$ cat config.mk
export PLATFORM = sky130hd
export DESIGN_NAME = tlb_op_ctrl
export DESIGN_NICKNAME = d
export VERILOG_FILES = /design/src/rtl/tlb_op_ctrl.sv
export SDC_FILE = /design/constraint.sdc
export NUM_CORES = 1
export LEC_CHECK = 0
export ABC_CLOCK_PERIOD_IN_PS = 1800
export BUFFER_PORTS_ARGS = -buffer_cell sky130_fd_sc_hd__buf_2
export CAP_MARGIN = 20
export CORE_MARGIN = 5
export CORE_UTILIZATION = 43
export CTS_CLUSTER_DIAMETER = 50
export DETAILED_ROUTE_END_ITERATION = 16
export PLACE_DENSITY = 0.74
export SLEW_MARGIN = 10
export SYNTH_ARGS = -nofsm -noshare
export SYNTH_HDL_FRONTEND = slang
export SYNTH_SLANG_ARGS = --single-unit
export TNS_END_PERCENT = 1
$ cat constraint.sdc
create_clock -name clk -period 1.8 [get_ports clk]
set_clock_uncertainty 0.15 [all_clocks]
set_input_delay 0.36 -clock clk [delete_from_list [all_inputs] [get_ports clk]]
set_output_delay 0.36 -clock clk [all_outputs]
set_load 0.02 [all_outputs]
$ cat src/rtl/tlb_op_ctrl.sv
// tlb_op_ctrl: sequences WB-stage TLB management ops (search/read/write/fill/invalidate)
// onto the TLB, owns the fill index counter and shares search port 1 with EX lookups.
module tlb_op_ctrl #(
    parameter int              TLBNUM    = 16,
    parameter int              IDXW      = $clog2(TLBNUM),
    parameter logic [IDXW-1:0] FILL_SEED = IDXW'(14)
) (
    input  logic            clk,
    input  logic            resetn,
    input  logic            op_valid,
    output logic            op_ready,
    input  logic [2:0]      op_code,
    input  logic [4:0]      op_inv_op,
    input  logic [9:0]      op_asid,
    input  logic [18:0]     op_vppn,
    input  logic [IDXW-1:0] op_index,
    output logic            done_valid,
    input  logic            done_ready,
    output logic            done_found,
    output logic [IDXW-1:0] done_index,
    output logic            done_err,
    input  logic            mem_req,
    input  logic [18:0]     mem_vppn,
    input  logic [9:0]      mem_asid,
    output logic            mem_gnt,
    output logic [18:0]     tlb_s1_vppn,
    output logic [9:0]      tlb_s1_asid,
    input  logic            tlb_s1_found,
    input  logic [IDXW-1:0] tlb_s1_index,
    output logic            tlb_we,
    output logic [IDXW-1:0] tlb_w_index,
    output logic [IDXW-1:0] tlb_r_index,
    output logic            tlb_inv_valid,
    output logic [4:0]      tlb_inv_op
);

    typedef enum logic [2:0] {S_IDLE, S_SRCH, S_RD, S_WR, S_INV, S_DONE} state_t;

    localparam logic [2:0] OP_SRCH = 3'd1;
    localparam logic [2:0] OP_RD   = 3'd2;
    localparam logic [2:0] OP_WR   = 3'd3;
    localparam logic [2:0] OP_FILL = 3'd4;
    localparam logic [2:0] OP_INV  = 3'd5;

    state_t          state;
    logic [9:0]      asid_q;
    logic [18:0]     vppn_q;
    logic [IDXW-1:0] index_q;
    logic [IDXW-1:0] fill_cnt;
    logic            fill_sel;
    logic            own_s1;

    // Port 1 belongs to the controller only while a search or invalidate executes.
    assign own_s1      = (state == S_SRCH) || (state == S_INV);
    assign mem_gnt     = mem_req & ~own_s1;
    assign tlb_s1_vppn = own_s1 ? vppn_q : mem_vppn;
    assign tlb_s1_asid = own_s1 ? asid_q : mem_asid;

    // NOTE: state and registered outputs use non-blocking assignments so every
    // register samples pre-edge values regardless of statement order.
    always_ff @(posedge clk or negedge resetn) begin
        if (!resetn) begin
            state         <= S_IDLE;
            op_ready      <= 1'b1;
            done_valid    <= 1'b0;
            done_found    <= 1'b0;
            done_index    <= '0;
            done_err      <= 1'b0;
            tlb_we        <= 1'b0;
            tlb_w_index   <= '0;
            tlb_r_index   <= '0;
            tlb_inv_valid <= 1'b0;
            tlb_inv_op    <= '0;
            asid_q        <= '0;
            vppn_q        <= '0;
            index_q       <= '0;
            fill_sel      <= 1'b0;
            fill_cnt      <= FILL_SEED;
        end else begin
            tlb_we        <= 1'b0;
            tlb_inv_valid <= 1'b0;
            case (state)
                S_IDLE: begin
                    if (op_valid) begin
                        asid_q     <= op_asid;
                        vppn_q     <= op_vppn;
                        index_q    <= op_index;
                        fill_sel   <= 1'b0;
                        done_found <= 1'b0;
                        done_err   <= 1'b0;
                        op_ready   <= 1'b0;
                        case (op_code)
                            OP_SRCH: state <= S_SRCH;
                            OP_RD: begin
                                state       <= S_RD;
                                tlb_r_index <= op_index;
                            end
                            OP_WR: begin
                                state       <= S_WR;
                                tlb_we      <= 1'b1;
                                tlb_w_index <= op_index;
                            end
                            OP_FILL: begin
                                state       <= S_WR;
                                fill_sel    <= 1'b1;
                                tlb_we      <= 1'b1;
                                tlb_w_index <= fill_cnt;
                            end
                            OP_INV: begin
                                if (op_inv_op > 5'd6) begin
                                    state      <= S_DONE;
                                    done_valid <= 1'b1;
                                    done_err   <= 1'b1;
                                    done_index <= '0;
                                end else begin
                                    state         <= S_INV;
                                    tlb_inv_valid <= 1'b1;
                                    tlb_inv_op    <= op_inv_op;
                                end
                            end
                            default: begin
                                state      <= S_DONE;
                                done_valid <= 1'b1;
                                done_err   <= 1'b1;
                                done_index <= '0;
                            end
                        endcase
                    end
                end
                S_SRCH: begin
                    done_found <= tlb_s1_found;
                    done_index <= tlb_s1_found ? tlb_s1_index : '0;
                    done_valid <= 1'b1;
                    state      <= S_DONE;
                end
                S_RD: begin
                    done_index <= index_q;
                    done_valid <= 1'b1;
                    state      <= S_DONE;
                end
                S_WR: begin
                    done_index  <= tlb_w_index;
                    tlb_w_index <= '0;
                    if (fill_sel) fill_cnt <= fill_cnt + IDXW'(1);
                    done_valid  <= 1'b1;
                    state       <= S_DONE;
                end
                S_INV: begin
                    done_index <= '0;
                    tlb_inv_op <= '0;
                    done_valid <= 1'b1;
                    state      <= S_DONE;
                end
                S_DONE: begin
                    // Read index stays driven through DONE so TLB read data is valid with the result.
                    if (done_ready) begin
                        done_valid  <= 1'b0;
                        op_ready    <= 1'b1;
                        tlb_r_index <= '0;
                        state       <= S_IDLE;
                    end
                end
                default: state <= S_IDLE;
            endcase
        end
    end

endmodule
==> flow_results.org, run 1 <==
** Synthesis
- After Yosys synthesis, full adders, half adders and majority gates account for 0.402% of the synthesized area.
- The synthesized design contains 64 register bits.
- Of the total synthesized cell area, the portion taken by XOR and XNOR cells is 1.69%.
- Dominant combinational cell family by area after synthesis :: simple AND/OR/NAND/NOR gates
- Synth Area per Inst :: 9.69 um2
- Area fraction in compound gates after synthesis :: 8.00%
- Proportion of synthesized chip area in sequential cells :: 51.6%
- Yosys warning total :: 0
- The synthesized netlist contains 42 unique library cells.
- Ranked by total cell area, the synthesized netlist is headed by sky130_fd_sc_hd__dfrtp_1, sky130_fd_sc_hd__nand2_1, sky130_fd_sc_hd__mux2_2, sky130_fd_sc_hd__dfstp_2, sky130_fd_sc_hd__nor2_1.
- The biggest area contributor in the post-synthesis netlist is sky130_fd_sc_hd__dfrtp_1.
- After Yosys synthesis, and, or, nand and nor cells account for 23.1% of the synthesized area.
- Netlist area before placement :: 0.00311 mm2
- The top cell type by area accounts for 48.3% of the synthesized area.
- Number of instances in the synthesized netlist :: 321
- Of the post-synthesis cell area, the part taken by muxes is 12.1%.
- When the netlist entered floorplanning its net count stood at 402.

** Critical path
- Together, buffers and inverters on the worst path number 2.
- On the critical path the largest part of the delay comes from flip-flops.
- Arrival time worst endpoint :: 1.76 ns
- Crit start category :: flip-flop
- On the worst path, the slowest cell contributes a delay of 0.41 ns.
- The worst setup path is captured at an output pin.
- In this run the worst path has a maximum fanout of 17.
- The critical path is of the flip-flop to output pin type.
- Required time of the critical path :: 1.29 ns
- Ordered cell list for the critical path :: xnor2_1 > nor2_2 > buf_12 > mux2_2 > buf_2
- Slowest cell on the critical path :: sky130_fd_sc_hd__dfrtp_1

** Placement
- Number of buffer cells added on primary ports :: 132
- Final estimated routing congestion in global placement :: 0.804
- Timing analysis after detailed placement gives a worst setup slack of -0.166 ns.
- Half-perimeter wire length after detailed placement :: 6170 um

** Clocking
- CTS Sinks :: 64
- Clock tree from TritonCTS :: done
- The number of setup buffers added after CTS is 0.
- Counting along the longest clock path gives a buffer depth of 2.
- Htree depth :: 3
- Buffer cell driving the clock tree root :: sky130_fd_sc_hd__clkbuf_8
- Worst-Skew Late Latency :: 0.32 ns
- Clock-pin slew was measured on the worst setup and hold paths at 0.07 ns.
- Inserted Clock Buffers :: 9

** Final layout
- The repair_antennas step left the layout with diodes totalling 0.
- Fin nets :: 554
- Fill cells in the final layout number 651.
- Combined flip-flop and latch cell area :: 0.00161 mm2
- Of the cells placed in the final design, the portion with a size suffix greater than 1 is 45.0%.
- Area used by multi-input combinational logic :: 0.00144 mm2
- Area added between synthesis and finish :: 38.7%
- At the end of the flow the core is filled with cells to 60.5%.

** Min path
- Path type of the worst min-delay path :: input port to flip-flop

** Global route
- GRT Overall Usage :: 18.7%
- Total congestion overflow :: 0
- The number of global-route vias before repair was 2936.
- Entering global routing, the biggest net connects 65 pins.
- The number of antenna violations at the first check in global routing is 0.
- First-pass GRT wire length :: 13200 um

** Run status
- Run status :: finished with violations
- The checks that failed: setup timing.

** Routing
- Count of antenna-violating nets left after detailed routing :: 0
- After the first detailed-routing iteration, the DRC count stood at 139.
- The first TritonRoute pass finished after 4 iterations.
- After detailed routing, the number of vias per cell comes to 4.94.
- Dividing the detail-routed wire length by the instance count gives 13.9 um.
- Routed Wire Length :: 8050 um
- Final routed DRC violation total :: 0
- Total via count after detailed routing :: 2848

** STA
- Final Critical Period :: 2.27 ns
- Setup violations remaining at the end of the flow were counted as 49.
- In the post-route analysis, the smallest setup slack over all paths is -0.474 ns.
- Number of endpoints with negative hold slack in the final report :: 0
- Period utilization :: 126%
- Based on the critical path, the design can be clocked at up to 440 MHz.
- Measured against its own limit, the worst slew margin works out to 69.9%.
- Hold Slack :: 0.0704 ns
- Setup repair after global routing missed its margin :: true
- Actual slew at the worst max-slew pin :: 0.445 ns
- Final Slew Violations :: 0

** Die
- The die is 95.1 um tall.
- The die covers 0.00903 mm2.
- Effective utilization at floorplan :: 43.6%
- After floorplanning, the core was divided into 31 placement rows.
- For this design the top-level I/O count stands at 133.
- From left edge to right edge, the die measures 95.1 um.
- Core outline area :: 0.00714 mm2

** Pwr
- Leakage component of the power :: 0.00232 uW
- Total power for the finished layout comes to 7480 uW.
- The worst-case IR drop observed on VDD is 868 uV.
- Power spread over the standard cell area amounts to 1730 mW/mm2.

** Run
- Max-cap check violation count :: 0
## state kept, by name, summed over array words and instances, names as in the netlist
name / count
index_q: 4
state: 3
asid_q: 10
done_found: 1
tlb_we: 1
fill_sel: 1
op_ready: 1
done_err: 1
done_index: 4
tlb_inv_valid: 1
tlb_inv_op: 5
done_valid: 1
vppn_q: 19
tlb_w_index: 4
fill_cnt: 4
tlb_r_index: 4
## path summary, 6_finish.rpt
check | start | end | slack (ns) | depth (start not counted)
max in group asynchronous | resetn | op_ready | 0.77 | 3
min reg2reg | vppn_q[18] | vppn_q[18] | 0.32 | 2
min in group asynchronous | resetn | vppn_q[18] | 0.42 | 3
max | state[2] | tlb_s1_vppn[1] | -0.47 | 5
max reg2reg | state[2] | tlb_w_index[1] | -0.17 | 5
min | op_asid[6] | asid_q[6] | 0.07 | 3
## layout make-up
type                       count  share of cell area (%)
multi-input combinational    236                    33.3
clock buffer                  13                    3.68
clock inverter                 3                   0.928
tap                           99                    2.87
sequential                    64                    37.2
inverter                       3                   0.261
timing repair buffer         159                    21.7
## power breakdown
part	internal [uW]	leakage [uW]	switching (uW)
Combinational	1820	0.00140	2140
Sequential	1970	0.000811	329
Clock	712	0.000103	515
## through the flow
stage                     setup TNS, ns  std cells  instance area, um2
after CTS                        -16.12        577                4290
after detailed placement          -7.50        560                4070
final                            -15.23        577                4320
after floorplan                   -2.22        321                3120
after global routing             -20.81        577                4320
after global placement            -5.31        560                4070
## synthesized netlist by cell type (all sizes together)
master	count
nand2	118
dfrtp	60
mux2	30
nor2	16
buf	11
nand3	11
clkbuf	7
a21oi	5
a22oi	5
a311oi	5
o21ai	5
a221o	4
a22o	4
dfstp	4
mux2i	4
xnor2	4
inv	3
nor2b	3
and3	2
nor3b	2
or3b	2
xor2	2
a21o	1
a31oi	1
a41oi	1
and2	1
and3b	1
and4b	1
ha	1
nand2b	1
nand3b	1
nor4b	1
nor4bb	1
o221ai	1
or2	1
or4b	1
## metal layers
metal	up-vias	wire length (um)	track usage, %
li1	1387	-	-
met1	1349	3300	22.7
met2	97	4150	31.9
met3	15	430	3.39
met4	0	170	9.38
met5	-	0	0
## worst reg2reg max path, stage by stage, from the launching register on
cell and delay [ns]:
sky130_fd_sc_hd__dfrtp_1 0.41, sky130_fd_sc_hd__buf_4 0.15, sky130_fd_sc_hd__or4b_1 0.60, sky130_fd_sc_hd__a21oi_4 0.26
sky130_fd_sc_hd__nor2_1 0.06, sky130_fd_sc_hd__a311oi_1 0.24
## placed cells by master (no fill, tap or decap), types with 5 or more instances in the layout
cell type	count
sky130_fd_sc_hd__nor2_1	14
sky130_fd_sc_hd__buf_4	26
sky130_fd_sc_hd__buf_2	126
sky130_fd_sc_hd__nand3_1	11
sky130_fd_sc_hd__a22oi_1	5
sky130_fd_sc_hd__dfrtp_1	60
sky130_fd_sc_hd__clkbuf_8	11
sky130_fd_sc_hd__nand2_1	118
sky130_fd_sc_hd__mux2_2	28
## kinds of logic after synthesis
group           count (synthesis)
mux                            34
xor+xnor                        6
fa+ha+maj                       1
flops                          64
simple gates                  163
compound gates                 32
buf+inv                        21
## timing repair
| action | in CTS | in global routing |
|---|---|---|
| endpoints found under the setup margin | 81 | 84 |
| gates resized for setup | 3 | 11 |
| hold buffers | 1 | 0 |
| pin swaps | 1 | 0 |
| endpoints found under the hold margin | 60 | 0 |
Note: power is estimated with default switching activity, not from simulation.
==> run 2: changes to the inputs <==
--- a/config.mk
+++ b/config.mk
@@ -10,8 +10,10 @@
 export CAP_MARGIN = 20
 export CORE_MARGIN = 5
 export CORE_UTILIZATION = 43
+export CTS_BUF_LIST = sky130_fd_sc_hd__clkbuf_16
 export CTS_CLUSTER_DIAMETER = 50
 export DETAILED_ROUTE_END_ITERATION = 16
+export GPL_TIMING_DRIVEN = 0
 export PLACE_DENSITY = 0.74
 export SLEW_MARGIN = 10
 export SYNTH_ARGS = -nofsm -noshare
==> flow_results.org, run 2 (synthesis results as in run 1) <==
** STA
- Final Slew Violations :: 0
- For the finished layout, the period the worst path requires is 2.26 ns.
- Minimum setup slack in the final design :: -0.460 ns
- Derived from the worst setup path, the maximum achievable clock frequency is 442 MHz.
- Setup repair after global routing missed its margin :: true
- Headroom to the max-slew limit came out at 46.5%.
- Setup violations remaining at the end of the flow were counted as 75.
- Number of endpoints with negative hold slack in the final report :: 5
- At the pin with the least slew margin, the transition time is 0.803 ns.
- Hold Slack :: -0.0111 ns
- Dividing the final minimum period by the clock period gives 126%.

** Critical path
- The worst setup path is captured at an output pin.
- The cell that appears most often on the critical path is sky130_fd_sc_hd__buf_6.
- STA puts the critical path data required time at 1.29 ns.
- Reg2Reg Setup Slack :: -0.31 ns
- Walking the worst path, the cells encountered are xnor2_2 > nor2_4 > buf_6 > buf_8 > mux2_4 > buf_6.
- The worst register-to-register path ends at tlb_r_index[0].
- Arrival time worst endpoint :: 1.75 ns
- The startpoint identified for the worst register-to-register timing path is state[0].
- Worst reg-to-reg path cell count :: 6
- In this run the worst setup path terminates at tlb_s1_vppn[11].
- Crit start category :: flip-flop
- Crit path largest cell delay :: 0.43 ns
- The worst setup path is of the flip-flop to output pin kind.
- For this design, the slowest cell found on the critical path is sky130_fd_sc_hd__dfrtp_2.
- Maximum fanout along the worst path :: 5
- The most critical setup path has its startpoint at state[2].

** Pwr
- In this run the static leakage power is 0.00244 uW.
- Overall power consumption after layout is estimated at 8890 uW.
- IR analysis of the VDD net gives a maximum drop of 1210 uV.
- Switching Share :: 38.1%
- Sequential cells account for 26.1% of the total power.
- Net switching power of the design :: 3390 uW
- Per report_power, the combinational group accounts for 57.7% of the total.
- Power Density :: 1950 mW/mm2
- The internal power of the cells totals 5500 uW.
- The share of total power dissipated in the clock network is 16.2%.

** Clocking
- Clock latency on the worst-skew pair, taken at its later pin, is 0.32 ns.
- Inserted Clock Buffers :: 9
- Clock Path Buffers :: 2
- TritonCTS built the clock tree.
- Htree depth :: 3
- Buffer cell driving the clock tree root :: sky130_fd_sc_hd__clkbuf_16
- After clock tree synthesis, the clock-pin slew on the worst setup and hold paths is 0.05 ns.
- Hold buffers post-CTS :: 0
- For this design, the sink count on the clock tree is 64.

** Die
- Die Area :: 0.00903 mm2
- The region available for standard cell placement spans 0.00714 mm2.
- From left edge to right edge, the die measures 95.1 um.
- Effective utilization at floorplan :: 43.6%
- Die outline height :: 95.1 um
- Number of rows in the core area :: 31
- 133 I/O pins were placed.

** Placement
- Cell area after placement :: 0.00390 mm2
- Half-perimeter wire length after detailed placement :: 6160 um
- The congestion estimate from routability-driven global placement came to 0.795.
- Number of buffer cells added on primary ports :: 132

** Routing
- The first routing iteration left 148 violations.
- Once detail routing completed, the nets flagged for antenna violations numbered 0.
- Post-detailed-route via-to-cell ratio :: 4.96
- Final routed DRC violation total :: 0
- In the final routed layout, each cell accounts on average for 15.4 um.
- First drt pass iteration count :: 4
- Total via count after detailed routing :: 2830
- Routed Wire Length :: 8800 um

** Final layout
- Post-Layout Inst Area :: 0.00456 mm2
- Max reg flops :: 19
- Area added between synthesis and finish :: 46.6%
- Fillers :: 611
- Ranked by flip-flop count, first place goes to vppn_q.
- In the layout the commonest cells are sky130_fd_sc_hd__nand2_1, sky130_fd_sc_hd__buf_2, sky130_fd_sc_hd__dfrtp_1.
- Diodes inserted :: 0
- Leading registers by flop count :: vppn_q: 19 flops, asid_q: 10 flops, tlb_inv_op: 5 flops
- After the last flow step, the layout net total stands at 551.
- Area used by multi-input combinational logic :: 0.00153 mm2
- Across the whole layout, storage elements account for 0.00161 mm2.
- Proportion of layout cells with a drive suffix above 1 :: 43.6%
- Leaving out fill and tap cells, the most frequent cell in the layout is sky130_fd_sc_hd__nand2_1.

** Global route
- Number of antenna violations at the first check in global routing :: 0
- Total congestion overflow :: 0
- The first global-routing pass estimated 14200 um of wire.
- Entering global routing, the biggest net connects 65 pins.
- The number of global-route vias before repair came to 2943.
- GRT Overall Usage :: 20.2%

** Run
- Max-cap violations in this run came to 0.

** Min path
- The path class of the tightest hold or removal check is input port to async pin.

** Run status
- The final reports fail on hold timing, setup timing.
- The run finished, with violations left.
==> run 2: changes by cell type in the layout (fill, tap and decap cells not counted), moves of 2 or more <==
cell                        before  now
sky130_fd_sc_hd__buf_12          4    0
sky130_fd_sc_hd__buf_2         126  107
sky130_fd_sc_hd__buf_4          26    7
sky130_fd_sc_hd__buf_6           2   31
sky130_fd_sc_hd__buf_8           0    4
sky130_fd_sc_hd__clkbuf_16       0    9
sky130_fd_sc_hd__clkbuf_8       11    2
sky130_fd_sc_hd__clkinv_1        0    4
sky130_fd_sc_hd__clkinv_2        2    0
sky130_fd_sc_hd__mux2_2         28    7
sky130_fd_sc_hd__mux2_4          2   23
sky130_fd_sc_hd__nor2_2          2    0
sky130_fd_sc_hd__nor2_4          0    2
==> run 2: how the worst min path moves through the flow <==
stage / from / endpoint / slack, ns / cells after the start
2_1_floorplan: resetn / asid_q[0] / -0.09 / 0
3_3_place_gp: vppn_q[1] / vppn_q[1] / 0.30 / 2
3_5_place_dp: vppn_q[18] / vppn_q[18] / 0.31 / 2
4_1_cts: resetn / vppn_q[18] / 0.01 / 1
5_1_grt: resetn / vppn_q[18] / 0.07 / 1
6_report: resetn / vppn_q[18] / -0.01 / 1
==> run 2: power by group through the flow <==
stage	registers [uW]	logic, uW	clock network (uW)
3_5_place_dp	2300	3660	0
2_1_floorplan	2390	2440	0
5_1_grt	2370	5500	1530
6_report	2320	5130	1440
3_3_place_gp	2280	3580	0
4_1_cts	2310	4990	1470
==> run 2: per-layer routing <==
metal	share of wire, %	GRT usage [%]
met2	52	34.5
met1	41	25.3
met4	1.2	7.33
met5	0	0
met3	5.4	3.87
==> run 2: cell type report <==
type	instances	share of cell area [%]
plain buffers	17	3.35
clock buffers	9	4.94
clock inverters	4	0.329
inverters	3	0.247
multi-input cells	236	33.6
flip-flops and latches	64	35.3
well taps	99	2.72
repair buffers	139	19.6
==> run 2: worst max-delay path, delay by kind of cell (launching register included) <==
kind / cells / cell delay (ns)
simple gates: 1 / 0.11
flops: 1 / 0.43
xor+xnor: 1 / 0.15
mux: 1 / 0.31
buf+inv: 3 / 0.41
==> run 2: stage by stage <==
step                      TNS (ns)  hold slack [ns]  std cells  utilization (%)  setup WS, ns
final                       -20.74          -0.0111        571             63.9        -0.460
after global routing        -25.99           0.0651        571             63.9        -0.501
after CTS                   -21.12           0.0140        571             63.3        -0.487
after detailed placement    -23.79            0.313        552             54.7        -0.459
after global placement      -20.88            0.303        552             54.7        -0.422
after floorplan              -2.22          -0.0856        321                -       -0.0539
==> run 2: timing repair <==
action | CTS | global route
pin swaps | 11 | 4
gates resized for setup | 101 | 16
endpoints found under the setup margin | 76 | 85
setup buffers | 4 | 0
gates cloned | 3 | 0
endpoints found under the hold margin | 0 | 0
==> run 3: changes to the inputs <==
--- a/config.mk
+++ b/config.mk
@@ -10,7 +10,6 @@
 export CAP_MARGIN = 20
 export CORE_MARGIN = 5
 export CORE_UTILIZATION = 43
-export CTS_BUF_LIST = sky130_fd_sc_hd__clkbuf_16
 export CTS_CLUSTER_DIAMETER = 50
 export DETAILED_ROUTE_END_ITERATION = 16
 export GPL_TIMING_DRIVEN = 0
@@ -19,4 +18,3 @@
 export SYNTH_ARGS = -nofsm -noshare
 export SYNTH_HDL_FRONTEND = slang
 export SYNTH_SLANG_ARGS = --single-unit
-export TNS_END_PERCENT = 1
==> flow_results.org, run 3 (synthesis results as in run 1) <==
** Routing
- Count of antenna-violating nets left after detailed routing :: 0
- First drt pass iteration count :: 4
- Final routed DRC violation total :: 0
- The first routing iteration left 137 violations.
- Post-detailed-route via-to-cell ratio :: 4.92
- Routed len/inst :: 15.2 um
- Across all layers, the routed design uses 2838 vias.
- Summed over all layers, the routed wires come to 8770 um.

** Critical path
- Crit start category :: flip-flop
- The worst register-to-register path has a setup slack of -0.19 ns.
- Worst reg-to-reg path cell count :: 6
- Worst setup path category :: flip-flop to output pin
- Capture point of the worst path :: tlb_s1_vppn[13]
- The slowest stage of the critical path is the sky130_fd_sc_hd__dfrtp_1 cell.
- Required time of the critical path :: 1.29 ns
- Together, buffers and inverters on the worst path number 3.
- For this run, the slowest stage of the critical path takes 0.45 ns.
- Crit. path cell count :: 6
- CP Capture Type :: output pin
- Reg-to-reg startpoint :: state[2]
- Ordered cell list for the critical path :: xnor2_2 > nor2_4 > buf_12 > clkbuf_16 > mux2_4 > buf_6
- STA puts the critical path data arrival time at 1.83 ns.
- Worst Setup SP :: state[0]
- Maximum fanout along the worst path :: 6
- R2R Path End :: tlb_r_index[1]
- In this design, the largest share of critical-path delay is due to flip-flops.

** STA
- Final Critical Period :: 2.34 ns
- Worst slew margin relative to its limit :: 46.7%
- Number of endpoints with negative hold slack in the final report :: 0
- After layout, the worst path uses 130% of the clock period.
- For the final routed database, the setup TNS stands at -20.54 ns.
- The max-slew violation total from the final report was 0.
- In the post-route analysis, the smallest setup slack over all paths is -0.539 ns.
- Setup repair after global routing could not meet its margin everywhere.
- Derived from the worst setup path, the maximum achievable clock frequency is 427 MHz.
- Actual slew at the worst max-slew pin :: 0.800 ns
- Final Setup Violations :: 73

** Pwr
- The clock network burns 12.7% of the power.
- Combinational logic is responsible for 61.5% of the overall power.
- For this design the ratio of total power to cell area is 1920 mW/mm2.
- In this run switching power makes up 37.9% of total power.
- Summed over all nets, the switching power comes to 3410 uW.
- Peak VDD IR :: 1170 uV
- Sequential Power Share :: 25.8%
- Summed over all cells, the static leakage comes to 0.00250 uW.
- Total internal power :: 5580 uW

** Clocking
- Clock Path Buffers :: 2
- Buffer cell driving the clock tree root :: sky130_fd_sc_hd__clkbuf_8
- After clock tree synthesis, the clock-pin slew on the worst setup and hold paths is 0.07 ns.
- Worst-Skew Late Latency :: 0.34 ns
- TritonCTS built the clock tree.
- Inserted Clock Buffers :: 9
- The clock tree synthesis step divided the H-tree into 3 levels.
- CTS Sinks :: 64

** Min path
- Path type of the worst min-delay path :: input port to flip-flop

** Final layout
- Diodes inserted :: 0
- Most common library cell in the layout ignoring fill and taps :: sky130_fd_sc_hd__nand2_1
- Once layout is done, the placed cells without fillers occupy 0.00468 mm2.
- Cells with a size suffix above 1 make up 45.8% of the layout.
- Fin nets :: 557
- Ranked by flip-flop count, first place goes to vppn_q.
- In the layout the commonest cells are sky130_fd_sc_hd__nand2_1, sky130_fd_sc_hd__buf_2, sky130_fd_sc_hd__dfrtp_1.
- Area added between synthesis and finish :: 50.6%
- Fillers :: 605
- Max reg flops :: 19
- Leading registers by flop count :: vppn_q: 19 flops, asid_q: 10 flops, tlb_inv_op: 5 flops

** Global route
- GRT Overall Usage :: 19.3%
- The first global-routing pass estimated 13400 um of wire.
- Number of antenna violations at the first check in global routing :: 0
- Pin count of the biggest net entering global routing :: 65
- Total congestion overflow :: 0
- The number of global-route vias before repair is 2844.

** Run status
- Run status :: finished with violations
- The final reports fail on setup timing.

** Die
- From left edge to right edge, the die measures 95.1 um.
- The initialized floorplan defines 31 standard-cell rows.
- Pin placement for this block handled 133 I/O pins.
- Core outline area :: 0.00714 mm2
- Die outline height :: 95.1 um
- The die covers 0.00903 mm2.
- Effective utilization at floorplan :: 43.6%

** Placement
- Final estimated routing congestion in global placement :: 0.818
- After legalization and detailed placement, the total HPWL measured 6000 um.
- Number of buffer cells added on primary ports :: 132
- Cell area after placement :: 0.00393 mm2

** Run
- Max-cap check violation count :: 0
## run 3: cell types whose count changed in the layout (fill, tap and decap cells not counted), sizes merged
cell         delta
a21oi           +1
buf             +2
clkbuf          +6
clkinv          -4
dlygate4sd3     +1
## run 3: timing repair
action,in CTS,in global routing
setup buffers,9,1
gates resized for setup,59,63
hold buffers,1,0
endpoints found under the setup margin,76,78
hold endpoints to repair,60,0
pin swaps,10,3
cloned,2,2
## run 3: worst min path at each step
stage               slack (ns)  cells past startpoint       start         end
global route              0.05                      3  op_asid[1]   asid_q[1]
detailed placement        0.31                      2  vppn_q[12]  vppn_q[12]
floorplan                -0.09                      0      resetn   asid_q[0]
finish                    0.06                      3  op_asid[7]   asid_q[7]
global placement          0.30                      1  done_found  done_found
CTS                       0.04                      3  op_asid[7]   asid_q[7]
## run 3: power by group through the flow
stage	Clock, uW	Sequential, uW	Combinational [uW]
after CTS	1170	2310	4550
after floorplan	0	2390	2460
after global placement	0	2280	3590
after global routing	1230	2380	5900
after detailed placement	0	2300	3670
final	1140	2320	5530
## run 3: cell type report
type / instances / area [um2] / share of cell area, %
Multi-Input combinational cell: 237 / 1580 / 33.6
Sequential cell: 64 / 1610 / 34.3
Timing Repair Buffer: 145 / 1020 / 21.7
Inverter: 3 / 11.3 / 0.240
Tap cell: 99 / 124 / 2.64
Buffer: 16 / 168 / 3.58
Clock buffer: 13 / 179 / 3.82
## run 3: routing by layer
metal	global-route usage [%]	part of all wire (%)	wire length, um
met1	24.3	42	3650
met2	31.1	50	4390
met3	4.18	6.1	532
met4	10.2	2.3	201
met5	0	0	0
## run 3: tightest hold or removal path, stage by stage
cell                      delay [ns]
sky130_fd_sc_hd__buf_2          0.07
sky130_fd_sc_hd__nand2_1        0.04
sky130_fd_sc_hd__nand2_1        0.04
## run 3: stage by stage
stage / total power (uW) / utilization (%) / hold WS [ns] / cells / setup WS, ns
finish: 9000 / 65.6 / 0.0586 / 577 / -0.539
global route: 9510 / 65.6 / 0.0472 / 577 / -0.583
CTS: 8020 / 61.9 / 0.0448 / 575 / -0.589
detailed placement: 5970 / 55.1 / 0.308 / 552 / -0.451
global placement: 5870 / 55.0 / 0.303 / 552 / -0.445
floorplan: 4850 / - / -0.0856 / 321 / -0.0539
